<file path="config.mk">
export PLATFORM = sky130hd
export DESIGN_NAME = wr_en_decoder_pipe
export DESIGN_NICKNAME = d
export VERILOG_FILES = /design/src/rtl/wr_en_decoder_pipe.sv
export SDC_FILE = /design/constraint.sdc
export NUM_CORES = 1
export LEC_CHECK = 0
export BUFFER_PORTS_ARGS = -buffer_cell sky130_fd_sc_hd__clkbuf_2
export CORE_MARGIN = 1.5
export CORE_UTILIZATION = 48
export CTS_CLUSTER_SIZE = 12
export DETAILED_ROUTE_END_ITERATION = 7
export GPL_TIMING_DRIVEN = 1
export PLACE_DENSITY = 0.91
export SETUP_SLACK_MARGIN = 0.15
export SYNTH_ARGS = -nofsm -noshare
export SYNTH_HDL_FRONTEND = slang
export SYNTH_SLANG_ARGS = --single-unit
export TNS_END_PERCENT = 5
</file>
<file path="constraint.sdc">
create_clock -name clk -period 1.5 [get_ports clk]
set_input_delay 0.15 -clock clk [delete_from_list [all_inputs] [get_ports clk]]
set_output_delay 0.15 -clock clk [all_outputs]
set_load 0.1 [all_outputs]
</file>
<file path="src/rtl/wr_en_decoder_pipe.sv">
//------------------------------------------------------------------------------
// Module      : wr_en_decoder_pipe
// Description : Two-port pipelined register write-enable decoder. Each port
//               is decoded to a one-hot enable vector and registered for one
//               cycle. Writes to the hardwired zero register are suppressed.
//               On a same-address collision port A wins. Stall holds all
//               outputs, and flush clears them. Zero-register hits, illegal
//               addresses and collisions are reported as one-cycle flags.
// Options     : WRDEC_COLLISION_CNT_EN - when defined, builds a saturating
//               collision counter. When undefined, collision_cnt is tied to 0.
// Revision    : 1.0 - initial release
//------------------------------------------------------------------------------
`default_nettype none

module wr_en_decoder_pipe #(
    parameter int ADDR_W       = 5,
    parameter int NUM_REGS     = 32,
    parameter int HAS_ZERO_REG = 1,
    parameter int ZERO_REG     = 31,
    parameter int CNT_W        = 8
) (
    input  logic                clk,
    input  logic                reset_n,
    input  logic                stall,
    input  logic                flush,
    input  logic                a_valid,
    input  logic [ADDR_W-1:0]   a_addr,
    input  logic                b_valid,
    input  logic [ADDR_W-1:0]   b_addr,
    output logic [NUM_REGS-1:0] a_dec,
    output logic [NUM_REGS-1:0] b_dec,
    output logic                zero_hit,
    output logic                addr_err,
    output logic                collision,
    output logic [CNT_W-1:0]    collision_cnt
);

    // One extra bit lets NUM_REGS == 2**ADDR_W compare correctly.
    localparam logic [ADDR_W:0]   c_NUM_REGS = (ADDR_W+1)'(NUM_REGS);
    localparam logic [ADDR_W-1:0] c_ZERO_REG = ADDR_W'(ZERO_REG);

    logic                w_a_legal;
    logic                w_b_legal;
    logic                w_a_zero;
    logic                w_b_zero;
    logic                w_a_en;
    logic                w_b_en;
    logic                w_coll;
    logic                w_load;
    logic [NUM_REGS-1:0] w_a_onehot;
    logic [NUM_REGS-1:0] w_b_onehot;

    logic [NUM_REGS-1:0] r_a_dec;
    logic [NUM_REGS-1:0] r_b_dec;
    logic                r_zero_hit;
    logic                r_addr_err;
    logic                r_collision;

    // Raw address-to-one-hot decode for both ports.
    generate
        for (genvar i = 0; i < NUM_REGS; i++) begin : g_onehot
            assign w_a_onehot[i] = (a_addr == ADDR_W'(i));
            assign w_b_onehot[i] = (b_addr == ADDR_W'(i));
        end
    endgenerate

    // Classify each request: out of range, zero register, or a real write.
    always_comb begin
        w_a_legal = ({1'b0, a_addr} < c_NUM_REGS);
        w_b_legal = ({1'b0, b_addr} < c_NUM_REGS);
        w_a_zero  = (HAS_ZERO_REG != 0) && (a_addr == c_ZERO_REG);
        w_b_zero  = (HAS_ZERO_REG != 0) && (b_addr == c_ZERO_REG);
        w_a_en    = a_valid && w_a_legal && !w_a_zero;
        w_b_en    = b_valid && w_b_legal && !w_b_zero;
        // Both sides are real writes, so an equal address is a true collision.
        w_coll    = w_a_en && w_b_en && (a_addr == b_addr);
        // New inputs are taken only when the stage is neither flushed nor stalled.
        w_load    = !flush && !stall;
    end

    // Pipeline register: reset, then flush, then stall, then a normal load.
    always_ff @(posedge clk) begin
        if (!reset_n || flush) begin
            r_a_dec     <= '0;
            r_b_dec     <= '0;
            r_zero_hit  <= 1'b0;
            r_addr_err  <= 1'b0;
            r_collision <= 1'b0;
        end else if (!stall) begin
            r_a_dec     <= w_a_en ? w_a_onehot : '0;
            r_b_dec     <= (w_b_en && !w_coll) ? w_b_onehot : '0;
            r_zero_hit  <= (a_valid && w_a_legal && w_a_zero) ||
                           (b_valid && w_b_legal && w_b_zero);
            r_addr_err  <= (a_valid && !w_a_legal) || (b_valid && !w_b_legal);
            r_collision <= w_coll;
        end
    end

`ifdef WRDEC_COLLISION_CNT_EN
    logic [CNT_W-1:0] r_cnt;

    // Saturating collision counter; only reset clears it.
    always_ff @(posedge clk) begin
        if (!reset_n) begin
            r_cnt <= '0;
        end else if (w_load && w_coll && (r_cnt != {CNT_W{1'b1}})) begin
            r_cnt <= r_cnt + 1'b1;
        end
    end

    assign collision_cnt = r_cnt;
`else
    logic w_unused_load;
    assign w_unused_load = w_load;
    assign collision_cnt = '0;
`endif

    assign a_dec     = r_a_dec;
    assign b_dec     = r_b_dec;
    assign zero_hit  = r_zero_hit;
    assign addr_err  = r_addr_err;
    assign collision = r_collision;

endmodule

`default_nettype wire

</file>
==> results.yml <==
global_routing:
  pin_count_of_the_biggest_net_entering_global_routing: 34
  antenna_found_initial: 0
  grt_use_met1: 0.2808
  grt.overflow.total: 0
  grt_pass1_wl_mm: 9.632
  grt_util_met2: 0.4081
  vias_in_the_first_global_route: 2080
  met3_track_demand_over_resource_in_global_routing: 0.06447
  global_route.usage.total: 0.2394
  top_usage_layer: "met2"
route:
  detail_route.wl_per_cell_microns: 14.62
  first_iter_violations: 100
  detail_route.drc_violations: 0
  avgViaCountPerCell: 5.203
  routed-via-count: 2232
  route.final.wire_length_mm: 6.272
  ant_nets: 0
  detailedRoute.firstPassIterationCount: 6
sta:
  achievable-frequency_mhz: 756.4
  report.final.hold_viol_count: 0
  worstMarginPinSlew_ns: 0.5650
  period_minus_slack_ns: 1.322
  unrepaired_setup_endpoints_after_global_routing: "no"
  timing.max_slew.rel_slack: 0.6249
  whs_ns: 0.2055
  setup_total_negative_slack_ns: 0
  clock-skew-final_ns: 0
  timing.final.max_slew_violations: 0
  setup_violations: 0
  timing.final.crit_share: 0.8813
worst_setup_path:
  arrival_worst_endpoint_ns: 1.17
  crit_path_cell_trace: "clkbuf_2"
  critical_path_class: "reg2out"
  worstSetupEndpointType: "output port"
  crit_path_max_fanout: 2
  cp-start-kind: "flip-flop"
  worst_path_dominant_cell_family: "buffers and inverters"
  worst_path_largest_cell_delay_ns: 0.47
  slowest_stage: "clkbuf_2"
  critical_path_buf_inv_count: 1
  worstPathRequired_ns: 1.35
synth:
  synth_seq_area_share: 0.5549
  synthesis.area_per_instance_sq_um: 9.229
  synthesis.area_sq_um: 2381
  yosys_warnings: 0
  netlist_instances: 258
  yosys.cell_types.count: 33
  ys_seq_elements: 66
final_layout:
  most_common_library_cell_in_the_layout_ignoring_fill_and_taps: "clkbuf_2"
  finalCoreUtilization: 0.6708
  top_library_cells_by_usage_in_the_layout_fill_and_taps_aside: "clkbuf_2 (80), dfxtp_1 (66), nand2_1 (55)"
  diodes: 0
  final_net_count: 373
  filler_cell_count: 395
  multiInputGateArea_sq_um: 963.4
  area.sequential_sq_um: 1321
  area.growth.synth_to_final_pct: 33.95
  drive_above_1_share: 0.3343
power_and_ir_drop:
  power.leakage_nw: 1.398
  power.share.switching: 0.2377
  vdd_ir_drop_max_uv: 860.8
  power.share.sequential: 0.469
  power.switching_mw: 0.8919
  combinationalPowerShare: 0.088
  total_power_mw: 3.753
  p_per_area_nw_per_um2: 1177
  power_internal_mw: 2.861
  clock_power_share: 0.443
floorplanning:
  ios: 91
  die_height_microns: 73.43
  floorplan.initialDensity: 0.5008
  std_cell_rows: 25
  die_area_sq_um: 5392
  placeableCoreArea_sq_um: 4755
  floorplan.die.width_microns: 73.43
run_status:
  run_status: "finished clean"
min_path:
  hold_path_class: "in2reg"
clock_network:
  cts_tree: "built"
  cts.path.max_buffers: 2
  clock_latency_ns: 0.33
  h-tree-depth: 3
  clk_pin_slew_ns: 0.07
  tritoncts_num_sinks: 66
  cts_made_buffers: 9
  cts_post_setup_buffers_inserted: 0
  clockRootBuffer: "clkbuf_8"
placement:
  dp_hpwl_mm: 4.432
  io_buffer_count: 81
  globalplace.congestion: 0.8527
flow_run:
  cap_viol_max_count: 0
==> Yosys cell counts <==
| master | n | share of area |
|---|---|---|
| dfxtp_1 | 66 | 0.55 |
| nand2_1 | 55 | 0.087 |
| o21ai_0 | 39 | 0.082 |
| a22o_1 | 17 | 0.063 |
| buf_4 | 9 | 0.028 |
| nor2_1 | 9 | 0.014 |
| clkbuf_1 | 8 | 0.013 |
| inv_1 | 7 | 0.011 |
| xnor2_1 | 5 | 0.018 |
| nand2b_1 | 4 | 0.011 |
| nand3_1 | 4 | 0.0084 |
| and2_1 | 3 | 0.0079 |
| nor2b_1 | 3 | 0.0079 |
| o2111ai_1 | 3 | 0.011 |
| o41ai_1 | 3 | 0.011 |
| buf_2 | 2 | 0.0042 |
| nand4_1 | 2 | 0.0053 |
| o21ai_1 | 2 | 0.0042 |
| o31ai_1 | 2 | 0.0063 |
| or2_2 | 2 | 0.0053 |
| a311oi_4 | 1 | 0.011 |
| and3_1 | 1 | 0.0026 |
| conb_1 | 1 | 0.0016 |
| nand3b_1 | 1 | 0.0032 |
| nor3_1 | 1 | 0.0021 |
| nor4_1 | 1 | 0.0026 |
| o211ai_1 | 1 | 0.0032 |
| o21ai_2 | 1 | 0.0037 |
| o311a_1 | 1 | 0.0042 |
| or2b_2 | 1 | 0.0037 |
| or3_1 | 1 | 0.0026 |
| or3b_2 | 1 | 0.0037 |
| or4_1 | 1 | 0.0032 |
==> state kept, by name, indices dropped and copies added (netlist names) <==
signal	cells
b_dec	32
zero_hit	1
collision	1
a_dec	32
==> through the flow <==
stage                     cell area [sq um]  setup slack [ns]  std cells
after floorplan                        2411            0.1371        266
after global placement                 2960          -0.02307        413
after detailed placement               2960          -0.08208        413
after CTS                              3189            0.1674        429
after global routing                   3189            0.1525        429
final                                  3189            0.1780        429
==> metal layers <==
| layer | vias to the layer above | wire length [microns] |
|---|---|---|
| li1 | 1072 | - |
| met1 | 1049 | 2561 |
| met2 | 96 | 3149 |
| met3 | 15 | 408 |
| met4 | 0 | 153 |
| met5 | - | 0 |
==> area by class of cell <==
| class | instances | share of cell area |
|---|---|---|
| flip-flops and latches | 66 | 0.4143 |
| multi-input cells | 174 | 0.3021 |
| repair buffers | 99 | 0.1773 |
| clock buffers | 12 | 0.04865 |
| well taps | 67 | 0.02628 |
| clock inverters | 4 | 0.02315 |
| inverters | 7 | 0.008239 |
==> path summary, 6_finish.rpt <==
kind	startpoint	endpoint	slack, ns	cells after the start
worst max-delay path	b_dec[30]	b_dec[30]	0.18	1
worst min-delay path	reset_n	zero_hit	0.21	3
worst max register to register	a_dec[3]	a_dec[3]	0.85	1
worst min register to register	a_dec[17]	a_dec[17]	0.45	2
==> power groups by stage <==
stage	registers [mW]	clock network, mW	logic (mW)
after detailed placement	1.80	0	0.325
after floorplan	1.83	0	0.215
final	1.76	1.66	0.331
after global placement	1.80	0	0.320
after CTS	1.76	1.69	0.328
after global routing	1.76	1.74	0.349
==> repair_timing <==
| item | in CTS | in global routing |
|---|---|---|
| resized for setup | 0 | 1 |
| hold buffers | 0 | 0 |
| endpoints found under the setup margin | 0 | 1 |
==> kinds of logic after synthesis <==
group / Yosys count / share of synthesized area
flip-flops: 66 / 0.5549
AND/OR/NAND/NOR: 90 / 0.1697
buffers and inverters: 26 / 0.05623
XOR/XNOR: 5 / 0.01839
other: 1 / 0.001575
AO/OA/AOI/OAI: 70 / 0.1992
(Power assumes the default switching activity.)
